## config.mk

```make
export PLATFORM = sky130hd
export DESIGN_NAME = fp16_accum_ctrl
export DESIGN_NICKNAME = d
export VERILOG_FILES = /design/src/rtl/fp16_accum_ctrl.sv
export SDC_FILE = /design/constraint.sdc
export NUM_CORES = 1
export LEC_CHECK = 0
export CAP_MARGIN = 10
export CORE_UTILIZATION = 28
export DETAILED_ROUTE_END_ITERATION = 10
export PLACE_DENSITY = 0.39
export SLEW_MARGIN = 10
export SYNTH_ARGS = -nofsm -noshare
export SYNTH_HDL_FRONTEND = slang
export SYNTH_HIERARCHICAL = 1
export SYNTH_SLANG_ARGS = --single-unit
```

## constraint.sdc

```tcl
create_clock -name clk -period 22.3 [get_ports clk]
set_input_delay 4.46 -clock clk [delete_from_list [all_inputs] [get_ports clk]]
set_output_delay 4.46 -clock clk [all_outputs]
set_load 0.01 [all_outputs]
```

## src/rtl/fp16_accum_ctrl.sv

```systemverilog
// FP16 packet accumulator: sums the beats of each in_last-delimited packet with one FP16 adder.
// Optional out_count port (beat count of the packet) is enabled by defining FP16_ACCUM_COUNT_EN.

module FP16adder (
  input  logic [15:0] a,
  input  logic [15:0] b,
  output logic [15:0] result
);
  logic        x_is_a, sx, sy, eff_sub, rnd_up;
  logic        a_nan, b_nan, a_inf, b_inf;
  logic [4:0]  ex, ey, e_field;
  logic [5:0]  ex_eff, ey_eff, d, e_n, sh;
  logic [10:0] mx, my;
  logic [26:0] yw;
  logic [13:0] xsh, ysh, n;
  logic [14:0] s;
  logic [3:0]  lz;
  logic [15:0] rounded;

  always_comb begin
    // NOTE: every variable gets a default before any branch so no path leaves it unassigned (no latch).
    sh      = '0;
    n       = '0;
    e_n     = '0;
    lz      = 4'd14;
    result  = '0;

    // Order operands by magnitude so the aligned difference can never go negative.
    x_is_a  = a[14:0] >= b[14:0];
    sx      = x_is_a ? a[15]     : b[15];
    sy      = x_is_a ? b[15]     : a[15];
    ex      = x_is_a ? a[14:10]  : b[14:10];
    ey      = x_is_a ? b[14:10]  : a[14:10];
    mx      = {ex != 5'd0, x_is_a ? a[9:0] : b[9:0]};
    my      = {ey != 5'd0, x_is_a ? b[9:0] : a[9:0]};
    ex_eff  = (ex == 5'd0) ? 6'd1 : {1'b0, ex};
    ey_eff  = (ey == 5'd0) ? 6'd1 : {1'b0, ey};
    d       = ex_eff - ey_eff;

    // Three extra bits below the mantissa: guard, round, sticky.
    yw      = {my, 16'b0} >> d;
    ysh     = (d > 6'd26) ? {13'b0, |my} : {yw[26:14], |yw[13:0]};
    xsh     = {mx, 3'b000};
    eff_sub = sx ^ sy;
    s       = eff_sub ? {1'b0, xsh - ysh} : ({1'b0, xsh} + {1'b0, ysh});

    for (int i = 0; i < 14; i++)
      if (s[i]) lz = 4'(13 - i);

    if (s[14]) begin
      n   = {s[14:2], s[1] | s[0]};
      e_n = ex_eff + 6'd1;
    end else begin
      // Stop the left shift at the subnormal boundary.
      sh  = (6'(lz) < ex_eff) ? 6'(lz) : ex_eff - 6'd1;
      n   = s[13:0] << sh;
      e_n = ex_eff - sh;
    end

    e_field = n[13] ? e_n[4:0] : 5'd0;
    rnd_up  = n[2] & (n[1] | n[0] | n[3]);
    // Mantissa carry ripples into the exponent field, covering subnormal->normal and overflow to Inf.
    rounded = {1'b0, e_field, n[12:3]} + 16'(rnd_up);

    if (s == 15'd0)
      result = {sx & sy, 15'd0};
    else if (e_n >= 6'd31)
      result = {sx, 5'h1F, 10'h000};
    else
      result = {sx, rounded[14:0]};

    a_nan = (&a[14:10]) && (|a[9:0]);
    b_nan = (&b[14:10]) && (|b[9:0]);
    a_inf = (&a[14:10]) && !(|a[9:0]);
    b_inf = (&b[14:10]) && !(|b[9:0]);
    if (a_nan)
      result = a | 16'h0200;
    else if (b_nan)
      result = b | 16'h0200;
    else if (a_inf && b_inf && (a[15] != b[15]))
      result = 16'h7E00;
    else if (a_inf)
      result = a;
    else if (b_inf)
      result = b;
  end
endmodule

module fp16_accum_ctrl #(
  parameter int CNT_W = 8
) (
  input  logic             clk,
  input  logic             rst,
  input  logic             in_valid,
  output logic             in_ready,
  input  logic [15:0]      in_data,
  input  logic             in_last,
  output logic             out_valid,
  input  logic             out_ready,
  output logic [15:0]      out_data,
  output logic             busy
`ifdef FP16_ACCUM_COUNT_EN
  ,
  output logic [CNT_W-1:0] out_count
`endif
);
  typedef enum logic [1:0] {IDLE, ACC, OUT} state_t;

  state_t      state_q, state_d;
  logic [15:0] acc_q, acc_d, sum;
  logic        accept;

  FP16adder u_add (
    .a      (acc_q),
    .b      (in_data),
    .result (sum)
  );

  assign in_ready  = (state_q != OUT);
  assign out_valid = (state_q == OUT);
  assign busy      = (state_q == ACC);
  assign out_data  = acc_q;
  assign accept    = in_valid && in_ready;

  always_comb begin
    state_d = state_q;
    acc_d   = acc_q;
    unique case (state_q)
      IDLE: if (accept) begin
        acc_d   = in_data;
        state_d = in_last ? OUT : ACC;
      end
      ACC: if (accept) begin
        acc_d   = sum;
        state_d = in_last ? OUT : ACC;
      end
      OUT: if (out_ready) state_d = IDLE;
      default: state_d = IDLE;
    endcase
  end

  // NOTE: sequential state uses non-blocking assignments so every register samples pre-edge values.
  always_ff @(posedge clk or posedge rst) begin
    if (rst) begin
      state_q <= IDLE;
      acc_q   <= 16'h0000;
    end else begin
      state_q <= state_d;
      acc_q   <= acc_d;
    end
  end

`ifdef FP16_ACCUM_COUNT_EN
  logic [CNT_W-1:0] cnt;

  // First beat restarts the count; later beats saturate instead of wrapping.
  always_ff @(posedge clk or posedge rst) begin
    if (rst)
      cnt <= '0;
    else if (accept)
      cnt <= (state_q == IDLE) ? CNT_W'(1) : ((cnt == '1) ? cnt : cnt + CNT_W'(1));
  end

  assign out_count = cnt;
`endif
endmodule

```

* Word-level counts from Yosys, hierarchy flattened
Cells that the tools add are included.
Operators by class: add/subtract/negate cells 7, multiply operators 0, div/mod/pow operators 0, magnitude comparators 4, equal/unequal tests 11, shift operators 2, mux-type cells 42, bitwise logic cells 6, reduce and logical (&&, ||, !) cells 26
Operators with widths (count):
- $mux 16 | 8
- $mux 4 | 13
- $pmux 16 s2 | 1
- $mux 15 | 2
- $mux 14 | 2
- $shr 27x6->27 | 1
- $mux 5 | 5
- $mux 10 | 2
- $reduce_or 10->1 | 2
- $add 14x14->15 | 1
- $add 15x1->15 | 1
- $ge 15x15->1 | 1
- $logic_not 15->1 | 1
- $reduce_and 5->1 | 3
- $reduce_or 14->1 | 1
- $shl 14x6->14 | 1
- $sub 14x14->14 | 1
- $mux 6 | 2
- $sub 6x6->6 | 2
- $reduce_or 11->1 | 1
- $logic_not 5->1 | 2
- $reduce_bool 5->1 | 2
- $mux 2 | 4
- $logic_and 1x1->1 | 7
- other kinds (23) | 32
Word-level totals: register bits after elaboration 18, bits in latches 0, bits in writable memories 0, ROM bits 0, output and inout bits 19, memories kept 0

* Logic depth before layout (Yosys ltp)
Gate-level depths: netlist of the first run.
word-level depth 41, depth in mapped cells 64

* Modules after synthesis
The synthesis of the first run kept the hierarchy.
Modules (own cells, without submodules):
- FP16adder | times used 1, cells an instance 960, area an instance 6414.9 um^2, seq. area each 0.0 um^2
- fp16_accum_ctrl | times used 1, cells an instance 63, area an instance 960.9 um^2, seq. area each 450.4 um^2

* Worst setup path before layout of the first run
No wires, ideal clock.
kind input-to-reg, from input port in_data[14], to register acc_q[13], in the netlist out_data[13], library setup time 125 ps, data arrival time 16361 ps, required time 22175 ps, setup slack 5815 ps, stages 57, path through inv_1 > ha_1 > buf_4 > o21ai_0 > nor2_1 > a2111oi_4 > nand2_2 > clkbuf_1 > clkbuf_1 > a211oi_1 > a21oi_1 > ha_1 > fa_1 > clkbuf_1 > buf_2 > mux2i_1 > nand3_1 > a32o_1 > [... 21 more ...] > nor4_2 > o21ai_2 > o2bb2ai_1 > inv_2 > ha_1 > and2_1 > fa_1 > a21o_1 > a21oi_1 > xor2_1 > nor3_1 > a31o_2 > mux2i_1 > o311ai_1 > a21boi_0 > o21ai_0 > mux2_2 > mux2_2
Between the ends: cells in the longest elaborated chain, start to end 41, elaborated cells on any way between the ends 69, those cells by class add/sub (7); order compare (4); eq/ne (1); shift (2); mux (37); bitwise (5); reduce/logical (13)
Ends and longest elaborated chain:
- start: declaration | line 96 | input logic [15:0] in_data,
- $ge 15x15->1 | line 29 | x_is_a = a[14:0] >= b[14:0];
- $mux 5, on equally long branches | line 32, 33
- $logic_not 5->1, on equally long branches | line 36, 37
- $mux 5, on equally long branches | line 36, 37
- $sub 6x6->6 | line 38 | d = ex_eff - ey_eff;
- $shr 27x6->27 | line 41 | yw = {my, 16'b0} >> d;
- $reduce_or 14->1 | line 42 | ysh = (d > 6'd26) ? {13'b0, |my} : {yw[26:14], |yw[13:0]};
- $mux 14 | line 42
- [... 26 more ...]
- $mux 16 | line 84 | else if (b_inf)
- $mux 16 | line 82 | else if (a_inf)
- $mux 16 | line 80 | else if (a_inf && b_inf && (a[15] != b[15]))
- $mux 16 * | line 78 | else if (b_nan)
- $mux 16 * | line 76 | if (a_nan)
- via sum[13] | line 110 | logic [15:0] acc_q, acc_d, sum;
- $mux 16 * | line 133 | ACC: if (accept) begin
- $pmux 16 s2 * | line 128 | unique case (state_q)
- end signal: assignment | line 146 | acc_q <= 16'h0000;
- end signal: assignment | line 149 | acc_q <= acc_d;
- end: declaration | line 110
The timed path passes the listed nets; every way through them passes the cells marked *. The select of a mux whose other input is x is not followed. A chain may end at the register's enable or synchronous reset.

* Worst setup path after layout of the first run
from input port in_data[12], to register acc_q[14], in the netlist out_data[14]
The elaborated chain is that of the path after synthesis.

==> impl_metrics.py, run 1 <==
metrics = {
    "status": {
        "outcome": "finished, final reports clean",
    },
    "critical_path": {
        "required_ps": 22440,
        "path_class": "in2reg",
        "cp_slowest_stage_delay_ps": 810,
        "cp_slowest_cell": "nor2_2",
        "cp_max_fo": 26,
        "cp-start-kind": "primary input",
        "crit_arrival_ps": 19360,
        "cpMostUsedCell": "ha_1",
        "end_kind": "flip-flop",
    },
    "clock_tree": {
        "post_cts_resized": 0,
        "clock_latency_ps": 260,
        "clk_path_buf_depth": 2,
        "cts_tree": "built",
        "clock-root-buffer": "clkbuf_16",
        "clk_pin_slew_ps": 50,
        "cts-htree-levels": 1,
        "cts.sinks": 18,
        "cts_inserted_buffers": 3,
        "postCtsSetupRepairBufs": 0,
        "ctsHoldBuffers": 0,
    },
    "logic_synthesis": {
        "netlist.area_leader.share_pct": 8.82,
        "ys_warn_count": 6,
        "seq_area_frac_synth_pct": 6.11,
        "synth.most_common_cell": "nand2_1",
        "syn-num-nets": 1099,
        "synth_edf_count": 0,
        "syn-cell-area_sq_um": 7380,
        "syn_area_per_cell_sq_um": 7.21,
        "synthDistinctLibCells": 108,
        "synthTopCellsByArea": "ha_1, dfrtp_1, mux2i_1",
        "synthCells": 1023,
        "yosys_register_bits": 18,
        "ys_async_sr_fraction_pct": 100,
        "synth_top_area_cell": "ha_1",
        "ys_top_cells_by_count": "nand2_1, nor2_1, inv_1",
        "synth-main-ff-cell": "dfrtp_1",
    },
    "hold_path": {
        "hold_path.class": "reg2reg",
    },
    "detailed_routing": {
        "dr.pass1.iters": 5,
        "drt_iter0_markers": 671,
        "avgRoutedWirePerCell_um": 22.3,
        "vias": 8005,
        "vias_per_cell": 5.90,
        "drc_errors": 0,
        "route.final.wire_length_um": 30300,
        "drtAntennaViolNets": 0,
    },
    "die": {
        "start_util_pct": 28.4,
        "die_area_sq_um": 27000,
        "core.rowCount": 59,
        "io-pin-count": 40,
        "fp.dieW_um": 164,
        "coreArea_sq_um": 26000,
        "die_h_um": 164,
    },
    "timing": {
        "slew_viol_final": 0,
        "fin_tns_setup_ps": 0,
        "max_freq_ghz": 0.0520,
        "tightest_slew_ps": 1050,
        "hold_viol": 0,
        "finalCriticalPeriod_ps": 19230,
        "finalClockSkew_ps": 2.52,
        "max-slew-margin-rel_pct": 29.7,
        "grt_setup_unrepaired": "no",
        "setup_viol": 0,
        "period_share_pct": 86.2,
    },
    "place": {
        "hpwl_um": 24400,
        "gp_congestion": 0.884,
        "portBuffers": 39,
    },
    "global_route": {
        "grt_pass1_wl_um": 46200,
        "grt_usage_pct": 22.3,
        "grt_pass1_vias": 7441,
        "overflow": 0,
        "grt_start_max_net_pins": 35,
        "grt_antenna_before_repair": 0,
    },
    "final_layout": {
        "drive_gt1_share_pct": 10.5,
        "num-nets-final": 1099,
        "synthToLayoutAreaGrowth_pct": 9.28,
        "fillCellCount": 2905,
        "diodes": 0,
    },
    "run": {
        "drv_cap": 0,
    },
}
## through the flow
stage	area (sq um)	utilization, %	setup slack (ps)	std cells	hold WS, ps
2_1_floorplan	7380	-	5810	1023	468
3_3_place_gp	7990	30.7	2910	1353	519
3_5_place_dp	7990	30.7	2860	1353	522
4_1_cts	8060	31.0	3100	1356	530
5_1_grt	8060	31.0	2150	1356	558
6_report	8060	31.0	3070	1356	521
## layout make-up
cell class                      instances  area (sq um)  area share, %
Sequential cell                        18           450           5.59
Tap cell                              335           419           5.20
Timing Repair Buffer                   50           473           5.87
Multi-Input combinational cell        886          6400           79.4
Inverter                               64           243           3.01
Clock buffer                            3          75.1          0.931
## metal layers
| metal | share of wire, % | wire, um | vias up | GRT usage, % |
|---|---|---|---|---|
| met3 | 5.2 | 1580 | 29 | 2.58 |
| li1 | - | - | 3852 | - |
| met5 | 0 | 0 | - | 0 |
| met4 | 1.7 | 507 | 0 | 4.38 |
| met2 | 47 | 14200 | 255 | 37.7 |
| met1 | 46 | 14000 | 3869 | 30.4 |
## critical path, delay by kind of cell
| kind | cells | cell delay, ps |
|---|---|---|
| mux | 5 | 1280 |
| fa+ha+maj | 8 | 2910 |
| xor+xnor | 1 | 270 |
| simple gates | 14 | 3830 |
| buf+inv | 6 | 1780 |
| compound gates | 18 | 4750 |
## flip-flops by register name, summed over array words and instances (netlist names)
name / flops
out_data: 16
state_q: 2
## path summary, 6_finish.rpt
kind	start	slack (ps)	end	depth (start not counted)
worst max-delay path	in_data[12]	3070	out_data[14]	52
worst min-delay path	state_q[1]	520	state_q[0]	1
worst max register to register	out_data[14]	7470	out_data[14]	49
worst min register to register	state_q[1]	520	state_q[0]	1
max in group asynchronous	rst	17190	out_data[3]	2
min in group asynchronous	rst	4640	out_data[15]	2
## cells in the final DEF (no fill, tap or decap), drive strengths merged, types with 16 or more instances in the layout
| master | instances |
|---|---|
| clkdlybuf4s50 | 39 |
| nand3 | 33 |
| a211oi | 17 |
| o211ai | 16 |
| o21ai | 62 |
| a21oi | 59 |
| xnor2 | 20 |
| nand2b | 18 |
| ha | 52 |
| dfrtp | 18 |
| nand4 | 25 |
| nor3 | 40 |
| nor2 | 93 |
| mux2i | 47 |
| mux2 | 43 |
| nand2 | 112 |
| inv | 64 |
## kinds of logic after synthesis
family | share of synthesized area [%]
xor+xnor | 4.16
simple gates | 27.0
mux | 14.7
flops | 6.11
compound gates | 30.9
buf+inv | 7.26
fa+ha+maj | 9.91
Power of run 1 is left out: the tool's default activity adds up to more than one toggle a clock period on the data nets, which glitch-free logic cannot reach.
==> run 2: changes to the inputs <==
--- a/config.mk
+++ b/config.mk
@@ -8,6 +8,7 @@
 export CAP_MARGIN = 10
 export CORE_UTILIZATION = 28
 export DETAILED_ROUTE_END_ITERATION = 10
+export MAX_ROUTING_LAYER = met4
 export PLACE_DENSITY = 0.39
 export SLEW_MARGIN = 10
 export SYNTH_ARGS = -nofsm -noshare
==> impl_metrics.py, run 2 (synthesis results as in run 1) <==
metrics = {
    "status": {
        "outcome": "finished, final reports clean",
    },
    "final_layout": {
        "final_cell_mix": "nand2_1, nor2_1, inv_1, a21oi_1, ha_1",
        "regArea_sq_um": 450,
        "largest_reg_flops": 16,
        "drive_gt1_share_pct": 10.5,
        "final_common_cell": "nand2_1",
        "num-nets-final": 1099,
        "synthToLayoutAreaGrowth_pct": 9.28,
        "fillCellCount": 2905,
        "diodes": 0,
        "multiInputGateArea_sq_um": 6400,
    },
    "detailed_routing": {
        "dr.pass1.iters": 5,
        "vias_per_cell": 5.89,
        "drt_iter0_markers": 700,
        "route.final.wire_length_um": 30200,
        "top_layer": "met4",
        "wl_met3_um": 1580,
        "met2_length_um": 14200,
        "wl_met1_um": 14000,
        "drtAntennaViolNets": 0,
        "vias": 7981,
        "drc_errors": 0,
        "avgRoutedWirePerCell_um": 22.3,
    },
    "global_route": {
        "grt_pass1_vias": 7432,
        "grt_pass1_wl_um": 46200,
        "overflow": 0,
        "grt_usage_pct": 23.0,
        "grt_start_max_net_pins": 35,
        "grt_antenna_before_repair": 0,
    },
    "timing": {
        "setup_viol": 0,
        "fin_tns_setup_ps": 0,
        "tightest_slew_ps": 1040,
        "max-slew-margin-rel_pct": 30.3,
        "setup_ws_ps": 3010,
        "grt_setup_unrepaired": "no",
        "finalClockSkew_ps": 2.64,
        "hold_viol": 0,
        "max_freq_ghz": 0.0518,
        "slew_viol_final": 0,
        "period_share_pct": 86.5,
        "finalCriticalPeriod_ps": 19290,
    },
    "die": {
        "coreArea_sq_um": 26000,
        "io-pin-count": 40,
        "start_util_pct": 28.4,
        "fp.dieW_um": 164,
        "core.rowCount": 59,
        "die_h_um": 164,
        "die_area_sq_um": 27000,
    },
    "clock_tree": {
        "cts_inserted_buffers": 3,
        "postCtsSetupRepairBufs": 0,
        "cts-htree-levels": 1,
        "cts.sinks": 18,
        "clk_path_buf_depth": 2,
        "ctsHoldBuffers": 0,
        "cts_tree": "built",
        "clock_latency_ps": 260,
        "clock-root-buffer": "clkbuf_16",
        "clk_pin_slew_ps": 50,
        "post_cts_resized": 0,
    },
    "critical_path": {
        "path_class": "in2reg",
        "required_ps": 22440,
        "crit_buf_inv": 6,
        "cp_max_fo": 26,
        "reg2reg_slack_ps": 7410,
        "cpMostUsedCell": "ha_1",
        "crit_family": "compound AO/OA/AOI/OAI gates",
        "crit_arrival_ps": 19430,
        "cp_slowest_stage_delay_ps": 830,
        "cp-start-kind": "primary input",
        "cp_slowest_cell": "nor2_2",
        "end_kind": "flip-flop",
    },
    "place": {
        "portBuffers": 39,
        "place_ws_ps": 2860,
        "hpwl_um": 24400,
        "gp_congestion": 0.899,
    },
    "hold_path": {
        "hold_path.class": "reg2reg",
    },
    "run": {
        "drv_cap": 0,
    },
}
## run 2: cell counts in the layout (fill, tap and decap cells not counted)
Identical to the previous run, type by type.
## run 2: routing by layer
layer  GRT usage (%)  vias to the layer above
met5               -                        -
met4            4.38                        0
met3            2.32                       29
met2            37.7                      255
met1            30.5                     3852
li1                -                     3845
## run 2: cell type report
cell class / count / share of cell area, %
Clock buffer: 3 / 0.931
Inverter: 64 / 3.01
Timing Repair Buffer: 50 / 5.87
Sequential cell: 18 / 5.59
Multi-Input combinational cell: 886 / 79.4
Tap cell: 335 / 5.20
## run 2: through the flow
step                utilization, %  instances  hold WS (ps)  instance area, sq um
floorplan                        -       1023           468                  7380
global placement              30.7       1353           519                  7990
detailed placement            30.7       1353           522                  7990
CTS                           31.0       1356           530                  8060
global route                  31.0       1356           558                  8060
finish                        31.0       1356           525                  8060
## run 2: final timing paths
path	start	to	cells past startpoint
worst max-delay path	in_data[12]	out_data[14]	52
worst min-delay path	state_q[1]	state_q[0]	1
worst max register to register	out_data[14]	out_data[14]	49
worst min register to register	state_q[1]	state_q[0]	1
max in group asynchronous	rst	out_data[3]	2
min in group asynchronous	rst	out_data[15]	2
Power of run 2 is left out for the same reason.
==> run 3: changes to the inputs <==
--- a/config.mk
+++ b/config.mk
@@ -5,11 +5,12 @@
 export SDC_FILE = /design/constraint.sdc
 export NUM_CORES = 1
 export LEC_CHECK = 0
+export ABC_AREA = 1
 export CAP_MARGIN = 10
 export CORE_UTILIZATION = 28
 export DETAILED_ROUTE_END_ITERATION = 10
 export MAX_ROUTING_LAYER = met4
-export PLACE_DENSITY = 0.39
+export PLACE_DENSITY = 0.4
 export SLEW_MARGIN = 10
 export SYNTH_ARGS = -nofsm -noshare
 export SYNTH_HDL_FRONTEND = slang
==> impl_metrics.py, run 3 <==
metrics = {
    "die": {
        "core.rowCount": 55,
        "die_area_sq_um": 24000,
        "io-pin-count": 40,
        "coreArea_sq_um": 22800,
        "fp.dieW_um": 155,
        "die_h_um": 155,
        "start_util_pct": 28.8,
    },
    "detailed_routing": {
        "vias_per_cell": 4.98,
        "drtAntennaViolNets": 0,
        "route.final.wire_length_um": 25400,
        "drc_errors": 0,
        "drt_iter0_markers": 414,
        "avgRoutedWirePerCell_um": 16.9,
        "dr.pass1.iters": 5,
        "vias": 7488,
    },
    "timing": {
        "tightest_slew_ps": 1060,
        "max-slew-margin-rel_pct": 28.4,
        "grt_setup_unrepaired": "no",
        "slew_viol_final": 0,
        "finalCriticalPeriod_ps": 16170,
        "finalClockSkew_ps": 7.14,
        "hold_viol": 0,
        "max_freq_ghz": 0.0618,
        "fin_tns_setup_ps": 0,
        "setup_viol": 0,
        "period_share_pct": 72.5,
    },
    "logic_synthesis": {
        "netlist.area_leader.share_pct": 22.8,
        "synth_top_area_cell": "nand2_1",
        "syn_area_per_cell_sq_um": 5.55,
        "seq_area_frac_synth_pct": 6.87,
        "ys_top_cells_by_count": "nand2_1, nand3_1, inv_1",
        "ys_async_sr_fraction_pct": 100,
        "syn-num-nets": 1257,
        "synthTopCellsByArea": "nand2_1, nand3_1, ha_1",
        "synthDistinctLibCells": 55,
        "ys_warn_count": 6,
        "syn-cell-area_sq_um": 6560,
        "synth.most_common_cell": "nand2_1",
        "yosys_register_bits": 18,
        "synth_edf_count": 0,
        "synth-main-ff-cell": "dfrtp_1",
        "synthCells": 1181,
    },
    "critical_path": {
        "cp_slowest_stage_delay_ps": 910,
        "end_kind": "flip-flop",
        "reg2reg_slack_ps": 10550,
        "cp-start-kind": "primary input",
        "crit_arrival_ps": 16370,
        "endpoint": "out_data[3]",
        "cp-startpoint": "in_data[14]",
        "cp_max_fo": 43,
        "path_class": "in2reg",
        "reg2regPathDepth": 68,
        "required_ps": 22500,
        "cp_slowest_cell": "fa_1",
        "r2r-start": "out_data[14]",
        "cpMostUsedCell": "nand2_1",
        "timing.rr.end": "out_data[3]",
    },
    "global_route": {
        "grt_usage_pct": 22.1,
        "grt_start_max_net_pins": 44,
        "grt_pass1_wl_um": 40900,
        "grt_pass1_vias": 7182,
        "grt_antenna_before_repair": 0,
        "overflow": 0,
    },
    "clock_tree": {
        "post_cts_resized": 0,
        "clk_pin_slew_ps": 60,
        "cts_inserted_buffers": 3,
        "cts.sinks": 18,
        "cts_tree": "built",
        "cts-htree-levels": 1,
        "postCtsSetupRepairBufs": 0,
        "clock-root-buffer": "clkbuf_16",
        "clk_path_buf_depth": 2,
        "clock_latency_ps": 260,
        "ctsHoldBuffers": 0,
    },
    "place": {
        "portBuffers": 39,
        "gp_congestion": 0.854,
        "hpwl_um": 20900,
    },
    "hold_path": {
        "min_from": "state_q[1]",
        "hold_path.class": "reg2reg",
    },
    "final_layout": {
        "largest_reg_flops": 16,
        "regArea_sq_um": 450,
        "final_common_cell": "nand2_1",
        "num-nets-final": 1268,
        "synthToLayoutAreaGrowth_pct": 9.89,
        "drive_gt1_share_pct": 9.32,
        "multiInputGateArea_sq_um": 5290,
        "diodes": 0,
        "fillCellCount": 2644,
        "final_cell_mix": "nand2_1, nand3_1, inv_1, nor2_1, ha_1",
    },
    "status": {
        "outcome": "finished, final reports clean",
    },
    "run": {
        "drv_cap": 0,
    },
}
## run 3: cell count changes after synthesis, moves of 32 or more
cell and change:
nand3_1 +132, mux2i_1 -43, nand2_1 +288, inv_1 +71
clkbuf_1 -32, nor3_1 -35
## run 3: critical path: cells and delay by family
family / cells / cell delay (ps)
fa+ha+maj: 8 / 2940
simple gates: 35 / 4470
compound gates: 15 / 2430
buf+inv: 12 / 2040
## run 3: cell type report
class / count / area share [%]
multi-input combinational: 976 / 73.4
inverter: 153 / 8.11
sequential: 18 / 6.25
timing repair buffer: 40 / 5.52
tap: 313 / 5.44
clock buffer: 4 / 1.23
## run 3: logic make-up (layout without fill, tap and decap cells)
logic type,Yosys count,count (layout),synth area share [%]
compound gates,130,130,11.5
mux,2,2,0.496
xor+xnor,18,18,2.40
simple gates,771,771,55.5
flops,18,18,6.87
buf+inv,187,197,12.4
fa+ha+maj,55,55,10.8
## run 3: how the worst min path moves through the flow
stage	slack, ps	end	cells after the start
2_1_floorplan	560	out_data[12]	2
3_3_place_gp	650	state_q[1]	2
3_5_place_dp	640	state_q[1]	2
4_1_cts	650	state_q[1]	2
5_1_grt	670	state_q[1]	2
6_report	630	state_q[1]	2
## run 3: metrics by stage
step           area, sq um  hold WS [ps]  std cells  setup WS, ps  util, %
2_1_floorplan         6560           565       1181          9010        -
3_3_place_gp          7120           652       1500          5820     31.2
3_5_place_dp          7120           641       1500          5810     31.2
4_1_cts               7200           648       1504          6040     31.6
5_1_grt               7200           671       1504          4550     31.6
6_report              7200           633       1504          6130     31.6
## run 3: layer usage
layer,up-vias,GRT usage [%],routed length [um]
li1,3839,-,-
met4,0,2.26,192
met5,-,-,0
met3,21,0.613,882
met2,196,36.7,11800
met1,3432,30.9,12600
Power of run 3 is left out for the same reason.
